File: config.mk
export PLATFORM = sky130hd
export DESIGN_NAME = mem_stage
export DESIGN_NICKNAME = d
export VERILOG_FILES = /design/src/rtl/lc3b_types.sv /design/src/rtl/gencc.sv /design/src/rtl/register.sv /design/src/rtl/mem_stage.sv
export SDC_FILE = /design/constraint.sdc
export NUM_CORES = 1
export LEC_CHECK = 0
export BUFFER_PORTS_ARGS = -buffer_cell sky130_fd_sc_hd__buf_2
export CAP_MARGIN = 20
export CORE_AREA = 4 4 117 119
export DETAILED_ROUTE_END_ITERATION = 12
export DIE_AREA = 0 0 121 123
export PLACE_DENSITY = 0.6
export REMOVE_ABC_BUFFERS = 1
export SYNTH_ARGS = -nofsm -noshare
export SYNTH_HDL_FRONTEND = slang
export SYNTH_SLANG_ARGS = --single-unit
File: constraint.sdc
create_clock -name clk -period 2.5 [get_ports clk]
set_clock_uncertainty 0.2 [all_clocks]
set_input_delay 0.25 -clock clk [delete_from_list [all_inputs] [get_ports clk]]
set_output_delay 0.25 -clock clk [all_outputs]
set_load 0.02 [all_outputs]
File: src/rtl/lc3b_types.sv
// Shared LC-3b widths, opcode encodings and the memory-stage FSM state type.
package lc3b_types;

  typedef logic [15:0] lc3b_word;
  typedef logic [2:0]  lc3b_reg;
  typedef logic [2:0]  lc3b_nzp;
  typedef logic [39:0] lc3b_control;

  typedef enum logic [3:0] {
    op_br   = 4'b0000,
    op_add  = 4'b0001,
    op_ldb  = 4'b0010,
    op_stb  = 4'b0011,
    op_jsr  = 4'b0100,
    op_and  = 4'b0101,
    op_ldw  = 4'b0110,
    op_stw  = 4'b0111,
    op_rti  = 4'b1000,
    op_not  = 4'b1001,
    op_ldi  = 4'b1010,
    op_sti  = 4'b1011,
    op_jmp  = 4'b1100,
    op_shf  = 4'b1101,
    op_lea  = 4'b1110,
    op_trap = 4'b1111
  } lc3b_opcode;

  typedef enum logic {
    S_FIRST  = 1'b0,
    S_SECOND = 1'b1
  } mem_state_t;

  // Clears bit 0 using every input bit, so no operand bits are left dangling.
  function automatic lc3b_word word_align(input lc3b_word addr);
    return addr & 16'hFFFE;
  endfunction

endpackage

File: src/rtl/gencc.sv
// Condition-code generator: {n,z,p} for a 16-bit result.
module gencc
  import lc3b_types::*;
(
  input  lc3b_word value,
  output lc3b_nzp  cc
);

  logic n_bit;
  logic z_bit;

  assign n_bit = value[15];
  assign z_bit = (value == 16'h0000);
  assign cc    = {n_bit, z_bit, ~n_bit & ~z_bit};

endmodule

File: src/rtl/register.sv
// Generic loadable register with synchronous active-high clear.
module register #(
  parameter int unsigned WIDTH = 16
) (
  input  logic             clk,
  input  logic             reset,
  input  logic             load,
  input  logic [WIDTH-1:0] d,
  output logic [WIDTH-1:0] q
);

  always_ff @(posedge clk) begin
    if (reset) begin
      q <= '0;
    end else if (load) begin
      q <= d;
    end
  end

endmodule

File: src/rtl/mem_stage.sv
// LC-3b memory-access stage: drives the data-memory handshake (incl. LDI/STI
// two-access sequence), stalls upstream while busy and builds the mem_* bundle.
module mem_stage
  import lc3b_types::*;
(
  input  logic        clk,
  input  logic        reset,
  input  logic        ex_valid,
  input  lc3b_word    ex_ir,
  input  lc3b_word    ex_address,
  input  lc3b_word    ex_wdata,
  input  lc3b_word    ex_alu_out,
  input  lc3b_word    ex_next_instr,
  input  lc3b_control ex_control_sig,
  input  lc3b_reg     ex_dest,
  input  logic        dmem_resp,
  input  lc3b_word    dmem_rdata,
  output lc3b_word    dmem_address,
  output logic        dmem_read,
  output logic        dmem_write,
  output lc3b_word    dmem_wdata,
  output logic [1:0]  dmem_byte_enable,
  output logic        mem_stall,
  output logic        mem_valid,
  output lc3b_word    mem_address,
  output lc3b_word    mem_rdata,
  output lc3b_word    mem_alu_out,
  output lc3b_word    mem_ir,
  output lc3b_word    mem_next_instr,
  output lc3b_control mem_control_sig,
  output lc3b_reg     mem_dest,
  output lc3b_nzp     mem_cc
);

  mem_state_t state;
  mem_state_t state_next;
  logic       state_q;
  lc3b_word   ptr;
  logic       ptr_load;

  lc3b_opcode opcode;
  logic       op_is_load;
  logic       op_is_store;
  logic       op_is_indirect;
  logic       op_is_byte;
  logic       is_mem_op;
  logic       req;
  logic       in_second;
  logic       final_access;
  lc3b_word   cc_source;

  register #(.WIDTH(1)) state_reg (
    .clk   (clk),
    .reset (reset),
    .load  (1'b1),
    .d     (state_next),
    .q     (state_q)
  );
  assign state = mem_state_t'(state_q);

  register #(.WIDTH(16)) ptr_reg (
    .clk   (clk),
    .reset (reset),
    .load  (ptr_load),
    .d     (dmem_rdata),
    .q     (ptr)
  );

  assign opcode         = lc3b_opcode'(ex_ir[15:12]);
  assign op_is_load     = (opcode == op_ldb) || (opcode == op_ldw) || (opcode == op_ldi);
  assign op_is_store    = (opcode == op_stb) || (opcode == op_stw) || (opcode == op_sti);
  assign op_is_indirect = (opcode == op_ldi) || (opcode == op_sti);
  assign op_is_byte     = (opcode == op_ldb) || (opcode == op_stb);
  assign is_mem_op      = ex_valid && (op_is_load || op_is_store);

  // Reset suppresses the request outright so a half-done indirect never writes.
  assign req = is_mem_op && !reset;

  // S_SECOND only means something while the indirect op is still presented;
  // otherwise the stage behaves as in S_FIRST and the FSM falls back.
  assign in_second    = (state == S_SECOND) && is_mem_op && op_is_indirect;
  assign final_access = !op_is_indirect || in_second;

  always_comb begin
    dmem_address     = word_align(ex_address);
    dmem_read        = 1'b0;
    dmem_write       = 1'b0;
    dmem_wdata       = ex_wdata;
    dmem_byte_enable = 2'b11;
    state_next       = S_FIRST;
    ptr_load         = 1'b0;

    if (in_second) begin
      dmem_address = word_align(ptr);
    end else if (op_is_byte) begin
      dmem_address = ex_address;
    end

    if (req) begin
      // Indirect first access is always a pointer read, even for STI.
      dmem_read  = op_is_load || (op_is_indirect && !in_second);
      dmem_write = op_is_store && final_access;
    end

    if (opcode == op_stb) begin
      dmem_wdata       = {ex_wdata[7:0], ex_wdata[7:0]};
      dmem_byte_enable = ex_address[0] ? 2'b10 : 2'b01;
    end

    if (in_second) begin
      state_next = dmem_resp ? S_FIRST : S_SECOND;
    end else if (req && op_is_indirect && dmem_resp) begin
      state_next = S_SECOND;
      ptr_load   = 1'b1;
    end
  end

  assign mem_stall = req && !(dmem_resp && final_access);
  assign mem_valid = ex_valid && !mem_stall && !reset;

  always_comb begin
    mem_rdata = 16'h0000;
    unique case (opcode)
      op_ldb:         mem_rdata = ex_address[0] ? {8'h00, dmem_rdata[15:8]}
                                                : {8'h00, dmem_rdata[7:0]};
      op_ldw, op_ldi: mem_rdata = dmem_rdata;
      default:        mem_rdata = 16'h0000;
    endcase
  end

  assign cc_source = (ex_valid && op_is_load) ? mem_rdata : ex_alu_out;

  gencc cc_gen (
    .value (cc_source),
    .cc    (mem_cc)
  );

  assign mem_address     = dmem_address;
  assign mem_alu_out     = ex_alu_out;
  assign mem_ir          = ex_ir;
  assign mem_next_instr  = ex_next_instr;
  assign mem_control_sig = ex_control_sig;
  assign mem_dest        = ex_dest;

endmodule

==> results of run 1 <==
==> metal layers <==
| layer | share of wire, % | track usage [%] | routed length (um) | up-vias |
|---|---|---|---|---|
| li1 | - | - | - | 946 |
| met2 | 48 | 40.8 | 8900 | 241 |
| met4 | 2.0 | 4.82 | 366 | 4 |
| met5 | 0.59 | 4.86 | 109 | - |
| met1 | 21 | 14.7 | 3960 | 911 |
| met3 | 28 | 30.9 | 5230 | 18 |
==> per-stage QoR <==
| stage | utilization [%] | power [mW] | std cells | setup slack [ps] |
|---|---|---|---|---|
| finish | 19.6 | 0.958 | 498 | 304 |
| global route | 19.6 | 1.00 | 498 | 150 |
| CTS | 19.6 | 0.969 | 498 | 351 |
| detailed placement | 18.9 | 0.619 | 494 | 353 |
| global placement | 18.9 | 0.619 | 494 | 395 |
| floorplan | - | 0.398 | 152 | 354 |
==> cell usage after synthesis (all sizes together) (3+ instances only) <==
cell,n
dfxtp,16
a211oi,3
nand2,9
nand4,3
a22o,8
clkbuf,4
nand3,15
a21oi,16
and2,10
o21ai,15
buf,123
mux2,23
nor2,5
nor4,7
==> power by group <==
part | switching (mW) | internal, mW | total, mW
sequential | 0.000548 | 0.256 | 0.257
combinational | 0.224 | 0.133 | 0.357
clock | 0.101 | 0.243 | 0.344
total | 0.326 | 0.632 | 0.958
==> cells by family (layout without fill, tap and decap cells) <==
family	Yosys count	in the layout
xor gates and xnor gates	1	1
AOI/OAI and AO/OA	49	49
DFF	16	16
muxes	23	23
and+or+nand+nor	62	62
buffers and inverters	128	175
==> final cells by class <==
type | count | share of cell area (%)
Clock buffer | 4 | 3.61
Inverter | 1 | 0.152
Multi-Input combinational cell | 135 | 39.4
Sequential cell | 16 | 13.0
Tap cell | 172 | 8.74
Timing Repair Buffer | 170 | 35.1
==> worst max-delay path, stage by stage <==
cell	delay, ps
buf_2	130
nor4_1	460
a211oi_1	140
o32ai_1	400
a21o_2	190
buf_2	170
==> how the worst max path moves through the flow <==
stage                        from         to  slack, ps  cells after the start
floorplan               ex_ir[14]  dmem_read        350                      3
global placement    dmem_rdata[8]  mem_cc[1]        390                      6
detailed placement  dmem_rdata[8]  mem_cc[1]        350                      6
CTS                 dmem_rdata[8]  mem_cc[1]        350                      6
global route        dmem_rdata[8]  mem_cc[1]        150                      6
finish              dmem_rdata[8]  mem_cc[1]        300                      6
==> registers in the layout, summed over array words and instances, names as in the netlist <==
register / cells
state_reg.q: 1
ptr_reg.q: 15
==> layout by cell type, fill, tap and decap left out, types with 3 or more instances in the layout <==
cell / netlist / layout
o21ai_0: 15 / 15
mux2_2: 23 / 23
clkbuf_16: 0 / 3
buf_4: 118 / 6
buf_2: 3 / 164
and2_1: 9 / 9
nand2_1: 9 / 9
nor2_1: 5 / 5
nor4_1: 7 / 7
nand3_1: 15 / 15
dfxtp_1: 16 / 16
a21oi_1: 16 / 16
a22o_2: 8 / 8
==> reports/metrics.yaml, run 1 <==
status: "completed"
grt_pass1_wl_um: 22600
cp-start-kind: "primary input"
drv_slew: 0
clkLatencyLatePin_ps: 250
grtUsageTotal_pct: 23.7
fillCellCount: 1451
cts_resized: 0
fp.dieH_um: 123
hold_ws_ps: 87.5
syn_inst: 279
timing.critical_path.required_ps: 2050
regArea_sq_um: 320
dieArea_sq_um: 14900
multi_input_area_sq_um: 970
synth_area_leaders: "buf_4 (40%), dfxtp_1 (14%), mux2_2 (12%)"
synth_xor_area_share_pct: 0.394
muxShareOfSynthArea_pct: 11.6
arrival_ps: 1750
root_buffer: "clkbuf_16"
leakagePower_nw: 1.17
placed_area_sq_um: 2370
maxCapViolCount: 0
ys_ff_latch: 16
finalCritPeriodShare_pct: 87.9
min_path_type: "in2reg"
avgSynthCellArea_sq_um: 7.97
dp_hpwl_um: 17300
ios: 307
grt_start_max_net_pins: 20
n_antenna_cell: 0
cts_tree: "yes"
synthArstFlopShare_pct: 0
cts_max_level: 1
cts_setup_buffers: 0
synth_top_family_by_area: "buffers and inverters"
ys_seq_area_share_pct: 14.4
critPathKind: "in2out"
p_per_area_nw_per_um2: 389
tns_ps: 0
nNetsFinal: 470
area_growth_pct: 10.7
finalHoldViolCount: 0
synth_top_cell_by_area: "buf_4"
end_kind: "output port"
drive_gt1_share_pct: 66.3
synth_ff_type: "dfxtp_1"
yosysTopAreaCellShare_pct: 39.8
drc: 0
grt_setup_unrepaired: "no"
fin_crit_ps: 2200
slew_headroom_pct: 60.8
synth.distinct_cells: 40
holdPathEnd: "ptr_reg.q[5]$_SDFFE_PP0P_"
worstReg2RegStart: "state_reg.q$_SDFF_PP0_"
drtIter0Drc: 101
syn_area_sq_um: 2220
die_w_um: 121
route.antenna.remaining_nets: 0
drtPass1Iterations: 4
design_area_sq_um: 2460
yosys.area_share.adder_pct: 0
ff2ff_setup_slack_ps: 840
wirelength_um: 18600
cts_buffers: 3
min_delay_path_depth: 3
coreArea_sq_um: 12600
antenna_found_initial: 1
vias: 2120
wire_per_inst_um: 37.3
synth_compound_area_share_pct: 15.0
hp-start: "dmem_rdata[5]"
place.gp.congestion: 0.941
fmax_ghz: 0.455
clockBufferDepth: 2
io_buffers: 164
synth_edf_count: 0
fp-row-count: 41
r2r_cells: 4
path_max_fanout: 4
path_clk_slew_ps: 50
synth-simple-area-share_pct: 16.6
clock-sinks: 16
r2r-end: "ptr_reg.q[10]$_SDFFE_PP0P_"
via_per_inst: 4.26
postCtsHoldBufs: 0
ys.warnings.count: 0
setup_violations: 0
initial_core_util_pct: 17.7
grt_overflow: 0
first_global_vias: 2001
peakVddDrop_uv: 192
tightest_slew_ps: 573
Power figures use the tool's default switching activity.
==> run 2: changes to the inputs <==
- CORE_AREA: 4 4 117 119 -> 2 2 119 121
- GPL_ROUTABILITY_DRIVEN: unset -> 0
- PLACE_DENSITY: 0.6 -> 0.57
==> reports/metrics.yaml, run 2 (synthesized netlist as in run 1, its figures left out) <==
status: "completed"
wirelength_um: 18400  # -0.82%
leakagePower_nw: 1.17  # -0.45%
cts_resized: 0  # unchanged
drive_gt1_share_pct: 66.2  # -0.10 points
cts_setup_buffers: 0  # unchanged
io_buffers: 164  # unchanged
timing.critical_path.required_ps: 2050  # about the same
final_core_util_pct: 18.1  # -1.5 points
die_w_um: 121  # unchanged
grt_start_max_net_pins: 20  # unchanged
tns_ps: 0  # unchanged
grt_pass1_wl_um: 22600  # +0.12%
design_area_sq_um: 2470  # +0.10%
slowest_stage: "nor4_1"
fin_crit_ps: 2170  # -28.9 ps
final_cell_mix: "buf_2 (164), mux2_2 (23), a21oi_1 (16), dfxtp_1 (16)"
switching_share_pct: 34.3  # +0.27 points
cts_tree: "yes"
finalCritPeriodShare_pct: 86.7  # -1.2 points
critical_path.cell_chain: "buf_2 > nor4_1 > a31oi_1 > a221oi_2 > a21o_2 > buf_2"
clock-sinks: 16  # unchanged
min_path_type: "in2reg"
grt_overflow: 0  # unchanged
fmax_ghz: 0.461  # +1.3%
maxCapViolCount: 0  # unchanged
peakVddDrop_uv: 265  # +38%
grtUsageTotal_pct: 23.8  # +0.092 points
clkPwrFrac_pct: 36.2  # +0.3 points
end_kind: "output port"
fp-row-count: 43  # +4.9%
finalHoldViolCount: 0  # unchanged
cts_buffers: 3  # unchanged
nNetsFinal: 469  # -0.21%
drv_slew: 0  # unchanged
via_per_inst: 4.33  # +1.7%
power_mw: 0.960  # +0.23%
area_growth_pct: 10.9
grt_setup_unrepaired: "no"
combPwrFrac_pct: 37.0  # -0.3 points
tightest_slew_ps: 611  # +37.9 ps
cp-start-kind: "primary input"
route.antenna.remaining_nets: 0  # unchanged
dieArea_sq_um: 14900  # unchanged
slew_headroom_pct: 59.1  # -1.7 points
postCtsHoldBufs: 0  # unchanged
path_clk_slew_ps: 50  # about the same
stdcell_count: 505  # +1.4%
path_max_fanout: 4  # unchanged
largestRegisters: "ptr_reg.q x15, state_reg.q x1"
clockBufferDepth: 2  # unchanged
cts_max_level: 1  # unchanged
n_antenna_cell: 0  # unchanged
p_sw_mw: 0.329  # +1.0%
first_global_vias: 2004  # +0.15%
drtIter0Drc: 118  # +17%
cp_top_family: "compound AO/OA/AOI/OAI gates"
root_buffer: "clkbuf_16"
clkLatencyLatePin_ps: 240  # about the same
p_per_area_nw_per_um2: 389  # +0.13%
setup_violations: 0  # unchanged
critPathKind: "in2out"
final_common_cell: "buf_2"
wire_per_inst_um: 36.5  # -2.2%
dp_hpwl_um: 17000  # -1.3%
place_worst_setup_slack_ps: 341  # -11.6 ps
p_int_mw: 0.631  # -0.18%
antenna_found_initial: 0  # -1
drtPass1Iterations: 4  # unchanged
fp.dieH_um: 123  # unchanged
slowest_delay_ps: 460  # about the same
coreArea_sq_um: 13600  # +8.3%
initial_core_util_pct: 16.3  # -1.4 points
hold_ws_ps: 82.5  # -5.00 ps
cpMostUsedCell: "buf_2"
ios: 307  # unchanged
power_frac_seq_pct: 26.7  # about the same
drc: 0  # unchanged
top_register: "ptr_reg.q"
largest_register_ff_count: 15  # unchanged
path_buf_inv: 2  # unchanged
arrival_ps: 1720  # -30 ps
fillCellCount: 1552  # +7.0%
dp.cells: 501  # +1.4%
placed_area_sq_um: 2380  # +0.11%
vias: 2187  # +3.2%
finalWorstSetupSlack_ps: 333  # +28.9 ps
[run 2: cell types whose count changed in the layout (fill, tap and decap cells not counted)]
| cell | previous run | this run |
|---|---|---|
| buf_4 | 6 | 5 |
[run 2: power by group through the flow]
stage | clock [mW] | sequential [mW] | combinational (mW)
2_1_floorplan | 0 | 0.262 | 0.136
3_3_place_gp | 0 | 0.262 | 0.355
3_5_place_dp | 0 | 0.262 | 0.355
4_1_cts | 0.355 | 0.257 | 0.356
5_1_grt | 0.369 | 0.257 | 0.381
6_report | 0.348 | 0.257 | 0.356
[run 2: path summary, 6_finish.rpt]
check                                  from                         end  slack (ps)  depth (start not counted)
setup / recovery              dmem_rdata[8]                   mem_cc[1]         330                          6
hold / removal                dmem_rdata[1]   ptr_reg.q[1]$_SDFFE_PP0P_          80                          3
setup reg to reg     state_reg.q$_SDFF_PP0_  ptr_reg.q[15]$_SDFFE_PP0P_         790                          4
hold reg to reg   ptr_reg.q[4]$_SDFFE_PP0P_   ptr_reg.q[4]$_SDFFE_PP0P_         290                          2
[run 2: worst register-to-register path: stages (launching register included)]
cell and delay [ps]:
dfxtp_1 320, nand2_1 90, nand4_1 500, o21ai_0 380
a21oi_1 100
[run 2: layout make-up]
type	count	area (sq um)	area share (%)
clock buffer	4	88.8	3.60
inverter	1	3.75	0.152
multi-input combinational	135	970	39.3
sequential	16	320	13.0
tap	180	225	9.13
timing repair buffer	169	858	34.8
[run 2: metal layers]
layer  routed length (um)  part of all wire [%]  global-route usage, %  up-vias
met5                  131                  0.71                   6.94        -
met4                  697                   3.8                   7.70        4
met3                 5290                    29                   31.5       16
met2                 8360                    45                   38.9      261
met1                 3930                    21                   14.6      962
li1                     -                     -                      -      944
==> run 3: changes to the inputs <==
- CORE_AREA: 2 2 119 121 -> 2 2 121 123
- DIE_AREA: 0 0 121 123 -> 0 0 123 125
- PLACE_DENSITY: 0.57 -> 0.56
==> reports/metrics.yaml, run 3 (synthesized netlist as in run 1, its figures left out) <==
finalCritPeriodShare_pct: 91.7  # +5.0 points
clkLatencyLatePin_ps: 250  # about the same
leakagePower_nw: 1.19  # +1.6%
path_clk_slew_ps: 50  # about the same
drc: 0  # unchanged
dp_hpwl_um: 11400  # -33%
grt_overflow: 0  # unchanged
postCtsHoldBufs: 0  # unchanged
cp-endpoint: "mem_address[4]"
largestRegisters: "ptr_reg.q x15, state_reg.q x1"
end_kind: "output port"
cp-start-kind: "primary input"
initial_core_util_pct: 15.7  # -0.68 points
hp-start: "dmem_rdata[6]"
peakVddDrop_uv: 93.3  # -65%
p_per_area_nw_per_um2: 370  # -4.9%
ios: 307  # unchanged
drive_gt1_share_pct: 66.6  # +0.41 points
cts_setup_buffers: 0  # unchanged
die_w_um: 123  # +1.7%
top_register: "ptr_reg.q"
stdcell_count: 513  # +1.6%
hold_ws_ps: 84.1  # +1.60 ps
grtUsageTotal_pct: 16.6  # -7.2 points
via_per_inst: 4.49  # +3.6%
wirelength_um: 13500  # -27%
timing.critical_path.required_ps: 2050  # about the same
vias: 2302  # +5.3%
grt_pass1_wl_um: 17300  # -23%
design_area_sq_um: 2490  # +1.2%
r2r_cells: 2  # -2
fp-row-count: 44  # +2.3%
placed_area_sq_um: 2420  # +1.8%
r2r-end: "state_reg.q$_SDFF_PP0_"
min_path_type: "in2reg"
root_buffer: "clkbuf_16"
power_mw: 0.924  # -3.7%
multi_input_area_sq_um: 970  # unchanged
final_common_cell: "buf_2"
setup_violations: 0  # unchanged
arrival_ps: 1840  # +120 ps
io_buffers: 164  # unchanged
dieArea_sq_um: 15400  # +3.3%
tightest_slew_ps: 673  # +61.6 ps
area_growth_pct: 12.1
fp.dieH_um: 125  # +1.6%
tns_ps: 0  # unchanged
n_antenna_cell: 0  # unchanged
critPathLaunch: "ex_ir[14]"
fin_crit_ps: 2290  # +126 ps
antenna_found_initial: 1  # +1
drtIter0Drc: 168  # +42%
cts_resized: 0  # unchanged
cts_tree: "yes"
grt_start_max_net_pins: 17  # -15%
drv_slew: 0  # unchanged
route.antenna.remaining_nets: 0  # unchanged
nNetsFinal: 474  # +1.1%
grt_setup_unrepaired: "no"
clockBufferDepth: 2  # unchanged
wire_per_inst_um: 26.3  # -28%
ff2ff_setup_slack_ps: 890  # +100 ps
final_cell_mix: "buf_2 (164), mux2_2 (23), a21oi_1 (16), dfxtp_1 (16)"
path_max_fanout: 16  # +12
drtPass1Iterations: 4  # unchanged
largest_register_ff_count: 15  # unchanged
first_global_vias: 2108  # +5.2%
dp.cells: 510  # +1.8%
finalHoldViolCount: 0  # unchanged
slew_headroom_pct: 55.0  # -4.1 points
coreArea_sq_um: 14200  # +4.3%
status: "completed"
cts_buffers: 3  # unchanged
critPathKind: "in2out"
regArea_sq_um: 320  # unchanged
cts_max_level: 1  # unchanged
maxCapViolCount: 0  # unchanged
clock-sinks: 16  # unchanged
fillCellCount: 1625  # +4.7%
worstReg2RegStart: "state_reg.q$_SDFF_PP0_"
fmax_ghz: 0.436  # -5.5%
## run 3: cell count changes in the layout (fill, tap and decap cells not counted), sizes merged
cell,delta
buf,+5
clkbuf,-1
## run 3: worst min path at each step
| stage | end | cells past startpoint |
|---|---|---|
| floorplan | ptr_reg.q[10]$_SDFFE_PP0P_ | 1 |
| global placement | ptr_reg.q[14]$_SDFFE_PP0P_ | 2 |
| detailed placement | ptr_reg.q[14]$_SDFFE_PP0P_ | 2 |
| CTS | ptr_reg.q[3]$_SDFFE_PP0P_ | 3 |
| global route | ptr_reg.q[6]$_SDFFE_PP0P_ | 3 |
| finish | ptr_reg.q[6]$_SDFFE_PP0P_ | 3 |
## run 3: routing by layer
| layer | GRT usage, % | up-vias | wire [um] |
|---|---|---|---|
| met5 | 5.92 | - | 97 |
| met4 | 2.07 | 4 | 92 |
| met3 | 15.7 | 11 | 3090 |
| met2 | 20.3 | 284 | 4700 |
| met1 | 20.9 | 1044 | 5510 |
| li1 | - | 959 | - |
## run 3: layout make-up
type	count	share of cell area (%)
inverters	1	0.150
repair buffers	174	35.9
multi-input cells	135	38.9
flip-flops and latches	16	12.8
clock buffers	3	3.01
well taps	184	9.23
## run 3: power by group
part | switching, mW | internal (mW)
clock network | 0.104 | 0.210
logic | 0.219 | 0.135
registers | 0.000505 | 0.256
total | 0.323 | 0.601
## run 3: per-stage QoR
step           setup WS (ps)  util [%]
6_report                 207      17.6
5_1_grt                 49.5      17.6
4_1_cts                  139      17.6
3_5_place_dp             135      17.0
3_3_place_gp             169      17.0
2_1_floorplan            354         -
## run 3: critical path: stages
cell	delay, ps
buf_2	150
and2b_2	220
nand4_2	530
mux2_2	510
buf_2	160
